### config.mk
export PLATFORM = sky130hd
export DESIGN_NAME = seq_restoring_divider
export DESIGN_NICKNAME = d
export VERILOG_FILES = /design/src/rtl/div_pkg.sv /design/src/rtl/div_step.sv /design/src/rtl/seq_restoring_divider.sv
export SDC_FILE = /design/constraint.sdc
export NUM_CORES = 1
export LEC_CHECK = 0
export ABC_AREA = 0
export BUFFER_PORTS_ARGS = -buffer_cell sky130_fd_sc_hd__buf_2
export CAP_MARGIN = 0
export CORE_ASPECT_RATIO = 2
export CORE_MARGIN = 1
export CORE_UTILIZATION = 64
export CTS_CLUSTER_DIAMETER = 120
export DETAILED_ROUTE_END_ITERATION = 10
export PLACE_DENSITY_LB_ADDON = 0.2
export SLEW_MARGIN = 20
export SYNTH_ARGS = -nofsm -noshare
export SYNTH_HDL_FRONTEND = slang
export SYNTH_HIERARCHICAL = 1
export SYNTH_SLANG_ARGS = --single-unit
### constraint.sdc
create_clock -name clk -period 5 [get_ports clk]
set_input_delay 1 -clock clk [delete_from_list [all_inputs] [get_ports clk]]
set_output_delay 1 -clock clk [all_outputs]
set_load 0.05 [all_outputs]
### src/rtl/div_pkg.sv
// Shared types and helpers for the sequential restoring divider.
package div_pkg;

  typedef enum logic {
    IDLE,
    CALC
  } state_t;

  localparam int DIV_WIDTH_DEF = 8;

  function automatic int clog2(input int v);
    int r;
    r = 0;
    for (int i = 0; i < 32; i++) begin
      if ((1 << i) < v) r = i + 1;
    end
    return r;
  endfunction

endpackage

### src/rtl/div_step.sv
// One combinational restoring shift-subtract step.
module div_step
  import div_pkg::*;
#(
  parameter int WIDTH = DIV_WIDTH_DEF
) (
  input  logic [WIDTH-1:0] i_r,
  input  logic             i_q_msb,
  input  logic [WIDTH-1:0] i_divisor,
  output logic [WIDTH-1:0] o_r_next,
  output logic             o_q_bit
);

  logic [WIDTH:0] w_rs;
  logic [WIDTH:0] w_t;
  logic           w_borrow;
  logic           w_unused_top;

  assign w_rs = {i_r, i_q_msb};
  assign {w_borrow, w_t} = {1'b0, w_rs} - {2'b00, i_divisor};
  assign o_q_bit = ~w_borrow;
  // R < divisor is invariant, so the top bit is always zero here
  assign o_r_next = o_q_bit ? w_t[WIDTH-1:0] : w_rs[WIDTH-1:0];
  assign w_unused_top = w_t[WIDTH] ^ w_rs[WIDTH];

endmodule

### src/rtl/seq_restoring_divider.sv
// Multi-cycle unsigned restoring divider, one quotient bit per clock.
// DIV_ZERO_FLAG_EN: flag zero divisors and finish them in one cycle.
module seq_restoring_divider
  import div_pkg::*;
#(
  parameter int WIDTH = DIV_WIDTH_DEF
) (
  input  logic             clk,
  input  logic             rst,
  input  logic             start,
  input  logic [WIDTH-1:0] dividend,
  input  logic [WIDTH-1:0] divisor,
  output logic             busy,
  output logic             done,
  output logic [WIDTH-1:0] quotient,
  output logic [WIDTH-1:0] remainder,
  output logic             div_by_zero
);

  localparam int CW = clog2(WIDTH + 1);

  state_t           r_state;
  state_t           w_next;
  logic [CW-1:0]    r_cnt;
  logic [WIDTH-1:0] r_rem;
  logic [WIDTH-1:0] r_quo;
  logic [WIDTH-1:0] r_div;
  logic [WIDTH-1:0] w_rn;
  logic             w_qb;
  logic             w_accept;
  logic             w_skip;
  logic             w_last;

  assign busy     = (r_state == CALC);
  assign w_accept = (r_state == IDLE) & start;
  assign w_last   = (r_cnt == CW'(1));

`ifdef DIV_ZERO_FLAG_EN
  logic r_dz;
  assign w_skip      = w_accept & (divisor == '0);
  assign div_by_zero = r_dz;
`else
  assign w_skip      = 1'b0;
  assign div_by_zero = 1'b0;
`endif

  div_step #(
    .WIDTH(WIDTH)
  ) u_step (
    .i_r      (r_rem),
    .i_q_msb  (r_quo[WIDTH-1]),
    .i_divisor(r_div),
    .o_r_next (w_rn),
    .o_q_bit  (w_qb)
  );

  always_ff @(posedge clk or posedge rst) begin
    if (rst) r_state <= IDLE;
    else     r_state <= w_next;
  end

  always_comb begin
    w_next = r_state;
    unique case (r_state)
      IDLE: if (w_accept && !w_skip) w_next = CALC;
      CALC: if (w_last) w_next = IDLE;
      default: w_next = IDLE;
    endcase
  end

  always_ff @(posedge clk or posedge rst) begin
    if (rst) begin
      r_cnt     <= '0;
      r_rem     <= '0;
      r_quo     <= '0;
      r_div     <= '0;
      done      <= 1'b0;
      quotient  <= '0;
      remainder <= '0;
`ifdef DIV_ZERO_FLAG_EN
      r_dz      <= 1'b0;
`endif
    end else begin
      done <= 1'b0;
      if (w_accept) begin
        r_div <= divisor;
        r_rem <= '0;
        r_quo <= dividend;
        r_cnt <= CW'(WIDTH);
`ifdef DIV_ZERO_FLAG_EN
        if (w_skip) begin
          r_cnt     <= '0;
          done      <= 1'b1;
          quotient  <= '1;
          remainder <= dividend;
          r_dz      <= 1'b1;
        end
`endif
      end else if (busy) begin
        r_rem <= w_rn;
        r_quo <= {r_quo[WIDTH-2:0], w_qb};
        r_cnt <= r_cnt - CW'(1);
        if (w_last) begin
          done      <= 1'b1;
          quotient  <= {r_quo[WIDTH-2:0], w_qb};
          remainder <= w_rn;
`ifdef DIV_ZERO_FLAG_EN
          r_dz      <= 1'b0;
`endif
        end
      end
    end
  end

endmodule

* Word-level counts from Yosys, hierarchy flattened *
Cells that the tools add are included.

word-level totals
  output and inout bits = 19
  register bits = 74
  word-level logic and storage cells = 30
  input bits = 19

operators by class
  bitwise operators = 4
  add/sub/neg operators = 2
  reduce and logical (&&, ||, !) cells = 2
  multiplexer cells = 13
  eq/ne operators = 1

operators with widths
  kind                   count
  $mux 32                2
  $mux 8                 5
  $eq 32x1->1 const B    1
  $sub 32x1->32 const B  1
  $sub 9x8->10           1
  $mux 1                 5
  $not 1->1              3
  $reduce_and 3->1       1
  $pmux 1 s2             1
  $reduce_bool 2->1      1
  $and 1x1->1            1

* Logic depth before layout (Yosys ltp) *
Gate-level depths: netlist of run 1.

  word-level depth = 4
  depth in mapped cells = 9
  gate-level depth less buffers = 9

* Modules after synthesis *
The synthesis of run 1 kept the hierarchy.

by module, submodules not included
  module                 cells each  area an instance (um^2)  times used
  seq_restoring_divider  283         3375.7                   1
  div_step               60          496.7                    1

* Worst setup path before layout of run 1 *
OpenSTA, ideal clock, no wires.

  kind = reg-to-reg
  start point = register r_cnt[4]
  end point = register quotient[3]
  cell stages (with the launch flop) = 8
  arrival time = 2.242 ns
  path slack = 2.633 ns
  cells stage by stage = dfrtp_1 buf_6 or4_1 buf_2 nor4b_4 nand4_4 buf_6 mux2_4

on the way
  word-level cells in the longest chain between the ends = 2

RTL lines
  element                            line                          RTL
  start, declared                    seq_restoring_divider.sv:24   logic [CW-1:0] r_cnt;
  start signal, assigned             seq_restoring_divider.sv:89   r_cnt <= CW'(WIDTH);
  start signal, assigned             seq_restoring_divider.sv:102  r_cnt <= r_cnt - CW'(1);
  $eq 32x1->1                        seq_restoring_divider.sv:36   assign w_last = (r_cnt == CW'(1));
  $reduce_and 3->1 (no source line)  n/a
  end signal, assigned               seq_restoring_divider.sv:105  quotient <= {r_quo[WIDTH-2:0], w_qb};
  end, declared                      seq_restoring_divider.sv:15   output logic [WIDTH-1:0] quotient,

Every way passes these cells.
A chain may end at the register's enable or synchronous reset.

* Worst setup path in the final report of run 1 *
  start point = register r_cnt[18]
  end point = register remainder[3]

on the way
  word-level cells in the longest chain between the ends = 2

RTL lines
  element                            line                          RTL
  $eq 32x1->1                        seq_restoring_divider.sv:36
  $reduce_and 3->1 (no source line)  n/a
  end signal, assigned               seq_restoring_divider.sv:106  remainder <= w_rn;
  end, declared                      seq_restoring_divider.sv:16   output logic [WIDTH-1:0] remainder,

Every way passes these cells.

==> results of run 1 <==
-- cells by family after synthesis --
| family | Yosys count | synth area share, % |
|---|---|---|
| AND/OR/NAND/NOR | 116 | 17.2 |
| buffers and inverters | 29 | 3.33 |
| adder cells (fa/ha/maj) | 11 | 3.75 |
| other | 1 | 0.0968 |
| flip-flops | 74 | 47.8 |
| XOR/XNOR | 3 | 0.679 |
| AO/OA/AOI/OAI | 47 | 8.72 |
| multiplexers | 62 | 18.4 |
-- cell type report --
| cell class | count | area share, % |
|---|---|---|
| well taps | 61 | 1.73 |
| repair buffers | 39 | 4.60 |
| inverters | 15 | 1.28 |
| multi-input cells | 240 | 43.1 |
| clock buffers | 15 | 6.54 |
| clock inverters | 1 | 0.682 |
| flip-flops and latches | 74 | 42.1 |
-- state kept, by name (all words and copies together), names as in the netlist --
signal	flops
done	1
r_quo	8
remainder	8
quotient	8
r_div	8
r_rem	8
r_cnt	32
busy	1
-- layout by cell type (no fill, tap or decap), types with 2 or more instances in the layout --
cell type / netlist / routed
nand4b_1: 3 / 3
clkbuf_8: 0 / 4
nand3_1: 5 / 5
or3_1: 3 / 3
mux2_2: 15 / 15
o41ai_1: 2 / 2
nor4_1: 8 / 8
o31ai_1: 3 / 3
o21ai_0: 15 / 15
nor3_1: 5 / 4
buf_4: 1 / 3
or4_1: 5 / 5
nand3b_1: 2 / 2
nand2_1: 41 / 41
ha_1: 10 / 10
a21oi_1: 2 / 2
buf_2: 1 / 36
inv_1: 15 / 14
a31oi_1: 3 / 3
and4_1: 2 / 2
o311ai_0: 2 / 2
nor2b_1: 4 / 4
dfrtp_1: 74 / 74
nand4_1: 6 / 6
clkbuf_1: 7 / 2
mux2_4: 15 / 15
mux2i_1: 32 / 32
xor2_1: 2 / 2
nor3b_1: 3 / 3
a21o_1: 2 / 2
nand2b_1: 5 / 5
o21ai_2: 2 / 2
a22o_1: 6 / 6
clkbuf_16: 0 / 9
nor2_1: 14 / 14
o211ai_1: 2 / 2
-- layer usage --
layer | vias to the layer above | GRT usage [%] | share of wire (%) | routed length (um)
li1 | 1318 | - | - | -
met1 | 1338 | 32.4 | 39 | 3120
met2 | 64 | 48.7 | 54 | 4350
met3 | 25 | 5.23 | 3.1 | 252
met4 | 0 | 17.1 | 3.9 | 313
met5 | - | 0 | 0 | 0
-- stage by stage --
stage	total power [mW]	hold WS, ps	worst slack (ps)	cell area, um^2
6_report	2.31	477	2280	4400
5_1_grt	2.44	508	2170	4400
4_1_cts	2.31	475	2270	4400
3_5_place_dp	1.61	467	2270	4080
3_3_place_gp	1.56	455	2340	4080
2_1_floorplan	1.46	437	2120	3870
-- worst reg2reg max path, cell delays in order, from the launching register on --
cell	delay, ps
dfrtp_1	390
or4_1	630
nor4_2	660
nand4_4	500
mux2_4	430
-- path summary, 6_finish.rpt --
path                       slack [ps]  cells past startpoint  startpoint      endpoint
max                              2280                      4   r_cnt[18]  remainder[3]
min                               480                      1   r_cnt[30]     r_cnt[30]
max reg2reg                      2280                      4   r_cnt[18]  remainder[3]
min reg2reg                       480                      1   r_cnt[30]     r_cnt[30]
max in group asynchronous        3200                      3         rst      r_rem[0]
min in group asynchronous         850                      2         rst   quotient[5]
-- where the power goes --
group	switching (mW)	leakage (nW)	total (mW)	internal (mW)
Sequential	0.136	0.897	0.863	0.727
Clock	0.234	0.156	0.675	0.441
Combinational	0.382	1.19	0.769	0.387
-- cell usage after synthesis, types with 3 or more instances --
cell,number
a22o_1,6
a31oi_1,3
buf_1,3
clkbuf_1,7
dfrtp_1,74
ha_1,10
inv_1,15
mux2_2,15
mux2_4,15
mux2i_1,32
nand2_1,41
nand2b_1,5
nand3_1,5
nand4_1,6
nand4b_1,3
nor2_1,14
nor2b_1,4
nor3_1,5
nor3b_1,3
nor4_1,8
o21ai_0,15
o31ai_1,3
or3_1,3
or4_1,5
==> summary.txt, run 1 <==
Global routing
  – Largest net degree at the start of global routing: 44
  – Total track usage: 28.6%
  – Global route overflow: 0
  – Wire length of the first global-routing pass: 13,700 um
  – Number of antenna violations at the first check in global routing: 0
  – Vias in the first global route: 2,959

Synth
  – Fraction of synthesized cell area taken by the top area cell type: 47.8%
  – Part of the Yosys area used for sequential elements: 47.8%
  – Proportion of register bits with asynchronous set or reset after synthesis: 100%
  – Number of storage elements in the synthesis netlist: 74
  – Number of flops mapped to enable cells by yosys: 0
  – Post-synth top area cell: dfrtp_1
  – Number of synthesis warnings: 6
  – Net Count, Synth: 373
  – Leading cell types by total area after synthesis: dfrtp_1 48%, mux2i_1 8.3%, mux2_4 5.8%
  – Mean Syn Cell Area: 11.3 um^2
  – Synthesized instance count: 343
  – Netlist cell types: 57
  – Flip-flop cell with the highest count after synthesis: dfrtp_1
  – Mapped cell area: 3870 um^2

Cells and area
  – Sequential cell area in the final layout: 1850 um^2
  – Final core utilization: 76.4%
  – Fraction of layout instances using a drive strength above 1: 25.3%
  – Fill cell count: 410
  – Total number of nets in the final design: 409
  – Multi-input logic area: 1900 um^2
  – Area added between synthesis and finish: 13.7%
  – Non-filler instance count after layout: 445
  – Inserted Diodes: 0

STA
  – Max Freq: 367 MHz
  – Clock period minus worst slack: 2720 ps
  – Period utilization: 54.5%
  – RSZ-0062 raised after global routing: no
  – Number of pins with negative max-slew slack in the final report: 0
  – Post-Route Setup TNS: 0 ps
  – Final hold viol count: 0
  – Slew at the pin closest to its max-slew limit: 877 ps
  – Relative slew slack: 41.3%
  – Final clock skew: 7.61 ps
  – Setup violators final: 0

Critical path
  – Max FO, Critical Path: 16
  – Worst EP arrival: 2940 ps
  – Required arrival time at the worst endpoint: 5210 ps
  – Delay contributed by the slowest stage of the critical path: 660 ps
  – Critical path class: reg2reg
  – Critical-path top delay cell: nor4_2
  – Type of element capturing the critical path: register
  – Sort of element at the start of the critical path: register
  – Category of cells accounting for the largest share of critical-path delay: simple AND/OR/NAND/NOR gates
  – Ordered cell list for the critical path: or4_1, nor4_2, nand4_4, mux2_4
  – Number of buffers and inverters on the critical path: 0

Clock tree
  – Setup repair bufs after CTS: 0
  – Number of sinks on the clock net: 74
  – Clock transition at the registers of the reported paths: 60 ps
  – Clock Tree Buf Depth: 2
  – Hold buffer count at cts: 0
  – Number of resized instances in the post-cts repair step: 0
  – Root buffer cell: clkbuf_16
  – CTS tree: built
  – Clk_lat worst skew: 330 ps
  – Htree depth: 3
  – TritonCTS buffer count: 9

Power
  – Static power due to leakage: 2.24 nW
  – PwrDens: 524 nW/um^2
  – IR drop worst, VDD: 0.396 mV

Detailed routing
  – Via count of the routed design: 2,745
  – Violation count after the first detailed-routing iteration: 92
  – Final Routed Wirelength: 8040 um
  – Number of vias per cell: 6.17
  – Routed wire per std cell: 18.1 um
  – Pre-Repair DR Iteration Count: 5
  – Antenna viol nets, final: 0
  – Remaining design rule violation count: 0

Outcome
  – Outcome: complete, no violations

Die
  – Ports: 38
  – Die width: 57.0 um
  – Core Area: 5760 um^2
  – Overall die area: 6380 um^2
  – Initial Utilization: 67.3%
  – Die height: 112 um
  – Site row count: 39

Placed design
  – Port buffer count: 36
  – Half-perimeter wire length after placement: 5350 um
  – Total instance count after detailed placement: 429
  – Final weighted congestion in routability-driven placement: 0.826

Job
  – Number of violations of the max-capacitance limit: 0

Worst hold path
  – Hold crit path type: reg2reg
(Power assumes the default switching activity.)
==> run 2: changes to the inputs <==
--- a/config.mk
+++ b/config.mk
@@ -5,12 +5,12 @@
 export SDC_FILE = /design/constraint.sdc
 export NUM_CORES = 1
 export LEC_CHECK = 0
-export ABC_AREA = 0
+export ABC_AREA = 1
 export BUFFER_PORTS_ARGS = -buffer_cell sky130_fd_sc_hd__buf_2
 export CAP_MARGIN = 0
 export CORE_ASPECT_RATIO = 2
 export CORE_MARGIN = 1
-export CORE_UTILIZATION = 64
+export CORE_UTILIZATION = 60
 export CTS_CLUSTER_DIAMETER = 120
 export DETAILED_ROUTE_END_ITERATION = 10
 export PLACE_DENSITY_LB_ADDON = 0.2
==> constraint.sdc (replaced) <==
create_clock -name clk -period 2.8 [get_ports clk]
set_input_delay 0.56 -clock clk [delete_from_list [all_inputs] [get_ports clk]]
set_output_delay 0.56 -clock clk [all_outputs]
set_load 0.05 [all_outputs]
==> run 2 against run 1 <==
Compared with the run above: non-clock buffer count rose by 1; clock power rose by 73%; critical path depth rose by 6; final area rose by 12%; setup slack got worse by 1700 ps; sequential share of layout area fell by 4.4 points; clock skew barely moved; die area rose by 20%; register-to-register slack got worse by 1700 ps; first-iteration DRC count rose to 3.7 times the previous value; combinational power rose by 120%; synthesized area rose by 13%; largest cell class unchanged; largest power group is now combinational logic; highest routed layer unchanged.
==> summary.txt, run 2 <==
Clock tree
  – Number of sinks on the clock net: 74 (unchanged)
  – Root buffer cell: clkbuf_16
  – Hold buffer count at cts: 0 (unchanged)
  – CTS tree: built
  – Setup repair bufs after CTS: 0 (unchanged)
  – Clock transition at the registers of the reported paths: 60 ps (about the same)
  – Clk_lat worst skew: 340 ps (about the same)
  – Clock Tree Buf Depth: 2 (unchanged)
  – Number of resized instances in the post-cts repair step: 0 (unchanged)
  – TritonCTS buffer count: 9 (unchanged)
  – Htree depth: 3 (unchanged)

Detailed routing
  – Pre-Repair DR Iteration Count: 6 (+1)
  – Via count of the routed design: 4,054 (+48%)
  – Final Routed Wirelength: 11,400 um (+42%)
  – Routed wire per std cell: 15.8 um (-12%)
  – Number of vias per cell: 5.61 (-9.1%)
  – Violation count after the first detailed-routing iteration: 339 (+270%)
  – Remaining design rule violation count: 0 (unchanged)
  – Antenna viol nets, final: 0 (unchanged)

Synth
  – Fraction of synthesized cell area taken by the top area cell type: 42.4% (-5.4 points)
  – Number of storage elements in the synthesis netlist: 74 (unchanged)
  – Leading cell types by total area after synthesis: dfrtp_1 42%, nand2_1 15%, nor2_1 6.7%
  – Flip-flop cell with the highest count after synthesis: dfrtp_1
  – Cell types with the highest counts after synthesis: 175 x nand2_1, 78 x nor2_1, 74 x dfrtp_1
  – Mapped cell area: 4370 um^2 (+13%)
  – Number of synthesis warnings: 6 (unchanged)
  – Proportion of register bits with asynchronous set or reset after synthesis: 100% (unchanged)
  – Mean Syn Cell Area: 7.36 um^2 (-35%)
  – Most frequently used cell type in the post-synthesis netlist: nand2_1
  – Post-synth top area cell: dfrtp_1
  – Number of flops mapped to enable cells by yosys: 0 (unchanged)
  – Net Count, Synth: 623 (+67%)
  – Netlist cell types: 40 (-30%)
  – Synthesized instance count: 593 (+73%)
  – Part of the Yosys area used for sequential elements: 42.4% (-5.4 points)

Power
  – Static power due to leakage: 2.60 nW (+16%)
  – PwrDens: 904 nW/um^2 (+73%)
  – IR drop worst, VDD: 0.524 mV (+32%)

Global routing
  – GR Util met2: 61.3% (+13 points)
  – Global-route layer with the greatest usage: met2
  – Vias in the first global route: 4,151 (+40%)
  – Total track usage: 32.5% (+4.0 points)
  – Largest net degree at the start of global routing: 48 (+9.1%)
  – Number of antenna violations at the first check in global routing: 0 (unchanged)
  – Global route overflow: 0 (unchanged)
  – GR Layer Usage met1: 30.5% (-1.9 points)
  – Wire length of the first global-routing pass: 18,700 um (+37%)
  – Met3 track utilization from global routing: 6.13% (+0.91 points)

Critical path
  – Worst EP arrival: 2410 ps (-530 ps)
  – Required arrival time at the worst endpoint: 3020 ps (-2190 ps)
  – Sort of element at the start of the critical path: register
  – Type of element capturing the critical path: register
  – Max FO, Critical Path: 14 (-2)
  – Critical path class: reg2reg

Cells and area
  – Area added between synthesis and finish: 12.4%
  – Final core utilization: 70.2% (-6.2 points)
  – Final design area excluding fillers: 4910 um^2 (+12%)
  – Most frequent cells in the layout: 175 x nand2_1, 77 x nor2_1, 74 x dfrtp_1
  – Reg with most FFs: r_cnt
  – Fraction of layout instances using a drive strength above 1: 17.2% (-8.0 points)
  – Max FFs per register: 32 (unchanged)
  – Inserted Diodes: 0 (unchanged)
  – Total number of nets in the final design: 659 (+61%)
  – Leading cell type in the layout, fill and taps excluded: nand2_1

STA
  – Final clock skew: 7.44 ps (-0.175 ps)
  – Slew at the pin closest to its max-slew limit: 618 ps (-259 ps)
  – Number of pins with negative max-slew slack in the final report: 0 (unchanged)
  – Setup violators final: 0 (unchanged)
  – RSZ-0062 raised after global routing: no
  – Max Freq: 456 MHz (+24%)
  – Final hold viol count: 0 (unchanged)
  – Period utilization: 78.3% (+24 points)
  – Post-Route Setup TNS: 0 ps (unchanged)
  – Relative slew slack: 58.7% (+17 points)
  – Clock period minus worst slack: 2190 ps (-533 ps)

Job
  – Number of violations of the max-capacitance limit: 0 (unchanged)

Die
  – Die height: 123 um (+9.5%)
  – Ports: 38 (unchanged)
  – Overall die area: 7640 um^2 (+20%)
  – Core Area: 6990 um^2 (+21%)
  – Initial Utilization: 62.4% (-4.8 points)
  – Die width: 62.3 um (+9.3%)
  – Site row count: 43 (+10%)

Outcome
  – Outcome: complete, no violations

Placed design
  – Half-perimeter wire length after placement: 8550 um (+60%)
  – Final weighted congestion in routability-driven placement: 0.968 (+17%)
  – Total cell area at the placement stage: 4610 um^2 (+13%)
  – Port buffer count: 36 (unchanged)

Worst hold path
  – Hold crit path type: in2async
==> run 2: changes by cell type after synthesis, moves of 20 or more <==
cell / previous run / this run
nand2_1: 41 / 175
nor2_1: 14 / 78
inv_1: 15 / 65
nand3_1: 5 / 47
mux2i_1: 32 / 0
nand2_2: 0 / 20
o21ai_1: 0 / 20
==> run 2: where the power goes <==
part	switching (mW)	internal, mW
sequential	0.234	1.31
clock	0.439	0.733
combinational	1.07	0.656
total	1.74	2.70
==> run 2: final cells by class <==
cell class | count | area, um^2
flip-flops and latches | 74 | 1850
well taps | 90 | 113
clock buffers | 11 | 253
repair buffers | 40 | 223
inverters | 81 | 304
fillers | 580 | 2080
multi-input cells | 423 | 2110
clock inverters | 4 | 51.3
==> run 2: metal layers <==
layer / vias up / wire [um] / share of wire [%]
li1: 1954 / - / -
met1: 1891 / 3920 / 34
met2: 157 / 6260 / 55
met3: 52 / 496 / 4.3
met4: 0 / 752 / 6.6
met5: - / 0 / 0
==> run 2: path summary, 6_finish.rpt <==
path,from,to,slack [ps],depth (start not counted)
max in group asynchronous,rst,r_cnt[2],1840,3
max reg2reg,r_rem[3],r_rem[4],610,10
min,rst,r_div[7],300,2
min reg2reg,r_div[3],r_div[3],470,2
min in group clk,divisor[7],r_div[7],430,3
max,r_rem[3],r_rem[4],610,10
==> run 2: kinds of logic after synthesis <==
kind of cell / synth area share [%]
flip-flops: 42.4
AND/OR/NAND/NOR: 36.8
adder cells (fa/ha/maj): 3.32
AO/OA/AOI/OAI: 7.54
other: 0.0859
buffers and inverters: 9.23
XOR/XNOR: 0.602
==> run 2: per-stage QoR <==
| step | worst slack (ps) | cells | power, mW | hold slack, ps |
|---|---|---|---|---|
| 2_1_floorplan | 358 | 593 | 2.87 | 442 |
| 3_3_place_gp | 769 | 708 | 3.14 | 452 |
| 3_5_place_dp | 710 | 708 | 3.23 | 458 |
| 4_1_cts | 694 | 723 | 4.40 | 314 |
| 5_1_grt | 495 | 723 | 4.71 | 349 |
| 6_report | 609 | 723 | 4.44 | 297 |
==> run 2: worst max-delay path: stages (launching register included) <==
cell and delay, ps:
dfrtp_1 420, ha_1 390, nand2_2 130, inv_1 40, nand2_1 80, nand2_2 70
nand2_2 110, nand3_2 320, nand2_1 180, nand2_1 100, a22o_1 230
==> run 3: changes to the inputs <==
--- a/config.mk
+++ b/config.mk
@@ -5,12 +5,12 @@
 export SDC_FILE = /design/constraint.sdc
 export NUM_CORES = 1
 export LEC_CHECK = 0
-export ABC_AREA = 1
+export ABC_AREA = 0
 export BUFFER_PORTS_ARGS = -buffer_cell sky130_fd_sc_hd__buf_2
 export CAP_MARGIN = 0
 export CORE_ASPECT_RATIO = 2
 export CORE_MARGIN = 1
-export CORE_UTILIZATION = 60
+export CORE_UTILIZATION = 59
 export CTS_CLUSTER_DIAMETER = 120
 export DETAILED_ROUTE_END_ITERATION = 10
 export PLACE_DENSITY_LB_ADDON = 0.2
==> constraint.sdc (replaced) <==
create_clock -name clk -period 2.2 [get_ports clk]
set_input_delay 0.44 -clock clk [delete_from_list [all_inputs] [get_ports clk]]
set_output_delay 0.44 -clock clk [all_outputs]
set_load 0.05 [all_outputs]
==> run 3 against run 2 <==
Compared with the run above: the flow now finishes with violations (negative setup slack); die area is 9.6% lower; setup slack worse by 670 ps; largest cell class unchanged; via count is 27% lower; clock skew is 0.72 ps lower; wire length is 23% lower.
==> summary.txt, run 3 (synthesized netlist as in run 1, its figures left out) <==
Cells and area
  – Inserted Diodes: 0 (unchanged)
  – Reg with most FFs: r_cnt
  – Max FFs per register: 32 (unchanged)
  – Most frequent cells in the layout: 73 x dfrtp_1, 41 x nand2_1, 37 x buf_4
  – Leading cell type in the layout, fill and taps excluded: dfrtp_1
  – Final core utilization: 76.7% (+6.5 points)
  – Total number of nets in the final design: 448 (-32%)
  – Fraction of layout instances using a drive strength above 1: 35.2% (+18 points)
  – Area added between synthesis and finish: 25.0%

Power
  – PwrDens: 1210 nW/um^2 (+33%)
  – IR drop worst, VDD: 0.959 mV (+83%)
  – Static power due to leakage: 2.45 nW (-5.7%)

Global routing
  – Wire length of the first global-routing pass: 14,500 um (-22%)
  – Number of antenna violations at the first check in global routing: 0 (unchanged)
  – Total track usage: 28.4% (-4.1 points)
  – Global route overflow: 0 (unchanged)
  – Vias in the first global route: 3,142 (-24%)
  – Largest net degree at the start of global routing: 40 (-17%)

Critical path
  – Critical path class: reg2reg
  – Worst EP arrival: 2490 ps (+80 ps)
  – Startpoint of the lowest-slack register-to-register path: r_div[0]
  – Max FO, Critical Path: 2 (-12)
  – R2R depth: 8 (-2)
  – Sort of element at the start of the critical path: register
  – R2R Path End: remainder[6]
  – Required arrival time at the worst endpoint: 2430 ps (-590 ps)
  – Worst-case register-to-register setup slack: -60 ps (-670 ps)
  – Type of element capturing the critical path: register

Clock tree
  – CTS tree: built
  – Htree depth: 3 (unchanged)
  – Clock transition at the registers of the reported paths: 60 ps (about the same)
  – Clock Tree Buf Depth: 2 (unchanged)
  – Hold buffer count at cts: 0 (unchanged)
  – TritonCTS buffer count: 9 (unchanged)
  – Root buffer cell: clkbuf_16
  – Clk_lat worst skew: 340 ps (about the same)
  – Number of sinks on the clock net: 74 (unchanged)

Detailed routing
  – Pre-Repair DR Iteration Count: 4 (-2)
  – Number of vias per cell: 5.84 (+4.2%)
  – Violation count after the first detailed-routing iteration: 155 (-54%)
  – Via count of the routed design: 2,974 (-27%)
  – Antenna viol nets, final: 0 (unchanged)
  – Remaining design rule violation count: 0 (unchanged)
  – Routed wire per std cell: 17.2 um (+8.9%)
  – Final Routed Wirelength: 8760 um (-23%)

Outcome
  – Failing checks: negative setup slack
  – Outcome: finished, violations left

Die
  – Ports: 38 (unchanged)
  – Site row count: 41 (-4.7%)
  – Overall die area: 6910 um^2 (-9.6%)
  – Core Area: 6310 um^2 (-9.8%)
  – Die height: 117 um (-5.0%)
  – Die width: 59.3 um (-4.9%)
  – Initial Utilization: 61.4% (-1.1 points)

STA
  – Post-Route Setup TNS: -284 ps (-284 ps)
  – Period utilization: 103% (+25 points)
  – Final clock skew: 6.71 ps (-0.725 ps)
  – Clock period minus worst slack: 2260 ps (+69.7 ps)
  – RSZ-0062 raised after global routing: yes
  – Post-route setup slack: -60.9 ps (-670 ps)
  – Number of pins with negative max-slew slack in the final report: 0 (unchanged)
  – Max Freq: 442 MHz (-3.1%)
  – Setup violators final: 8 (+8)
  – Relative slew slack: 56.0% (-2.7 points)
  – Final hold viol count: 0 (unchanged)
  – Slew at the pin closest to its max-slew limit: 659 ps (+40.7 ps)

Worst hold path
  – Hold crit path type: in2async

Placed design
  – Final weighted congestion in routability-driven placement: 0.865 (-11%)
  – Half-perimeter wire length after placement: 5970 um (-30%)
  – Port buffer count: 36 (unchanged)

Job
  – Number of violations of the max-capacitance limit: 0 (unchanged)
run 3: cell count changes in the layout (fill, tap and decap cells not counted), sizes merged, moves of 10 or more:
cell	delta
nand2	-155
buf	+38
mux2	+30
mux2i	+32
nand4	-10
nor2	-73
inv	-63
nand3	-46
run 3: final cells by class:
type                    instances  area [um^2]
fillers                       430         1470
repair buffers                 78          541
well taps                      86          108
clock inverters                 5         77.6
flip-flops and latches         74         1850
clock buffers                  11          243
multi-input cells             240         1960
inverters                      15         60.1
run 3: routing by layer:
metal	vias to the layer above	routed length, um	GRT usage [%]
met2	58	5070	52.4
met3	18	254	6.31
met5	-	0	0
met4	0	212	12.7
met1	1510	3220	29.4
li1	1388	-	-
run 3: what timing repair did:
item / 4_1_cts / 5_1_grt
setup endpoints to repair: 8 / 28
setup buffers: 1 / 6
hold endpoints to repair: 0 / 0
pin swaps: 5 / 7
gates resized for setup: 5 / 13
run 3: stage by stage:
step	setup WS [ps]	total power [mW]	hold WS, ps	instance area [um^2]	instances
2_1_floorplan	-167	3.33	437	3880	343
3_3_place_gp	-135	3.86	455	4380	486
3_5_place_dp	-202	3.98	471	4380	486
4_1_cts	-91.6	5.61	202	4730	503
5_1_grt	-118	6.17	253	4840	509
6_report	-60.9	5.84	193	4840	509
run 3: how the worst max path moves through the flow:
stage	from	end	slack, ps	cells after the start
5_1_grt	r_rem[0]	remainder[6]	-120	9
3_3_place_gp	r_quo[7]	remainder[6]	-130	9
3_5_place_dp	r_quo[7]	remainder[6]	-200	9
6_report	r_div[0]	remainder[6]	-60	8
2_1_floorplan	r_cnt[4]	quotient[3]	-170	7
4_1_cts	r_quo[7]	remainder[6]	-90	9
run 3: worst max-delay path, stage by stage, from the launching register on:
cell     delay [ps]
dfrtp_1         410
ha_4            180
fa_2            360
nor2b_4         130
o31a_1          150
nor4_1           60
a311o_1         320
mux2_4          280
mux2_4          260
run 3: power by group:
| group | switching, mW | internal (mW) | leakage [nW] | total, mW |
|---|---|---|---|---|
| logic | 1.08 | 1.28 | 1.40 | 2.36 |
| registers | 0.266 | 1.65 | 0.896 | 1.92 |
| clock network | 0.546 | 1.02 | 0.156 | 1.57 |
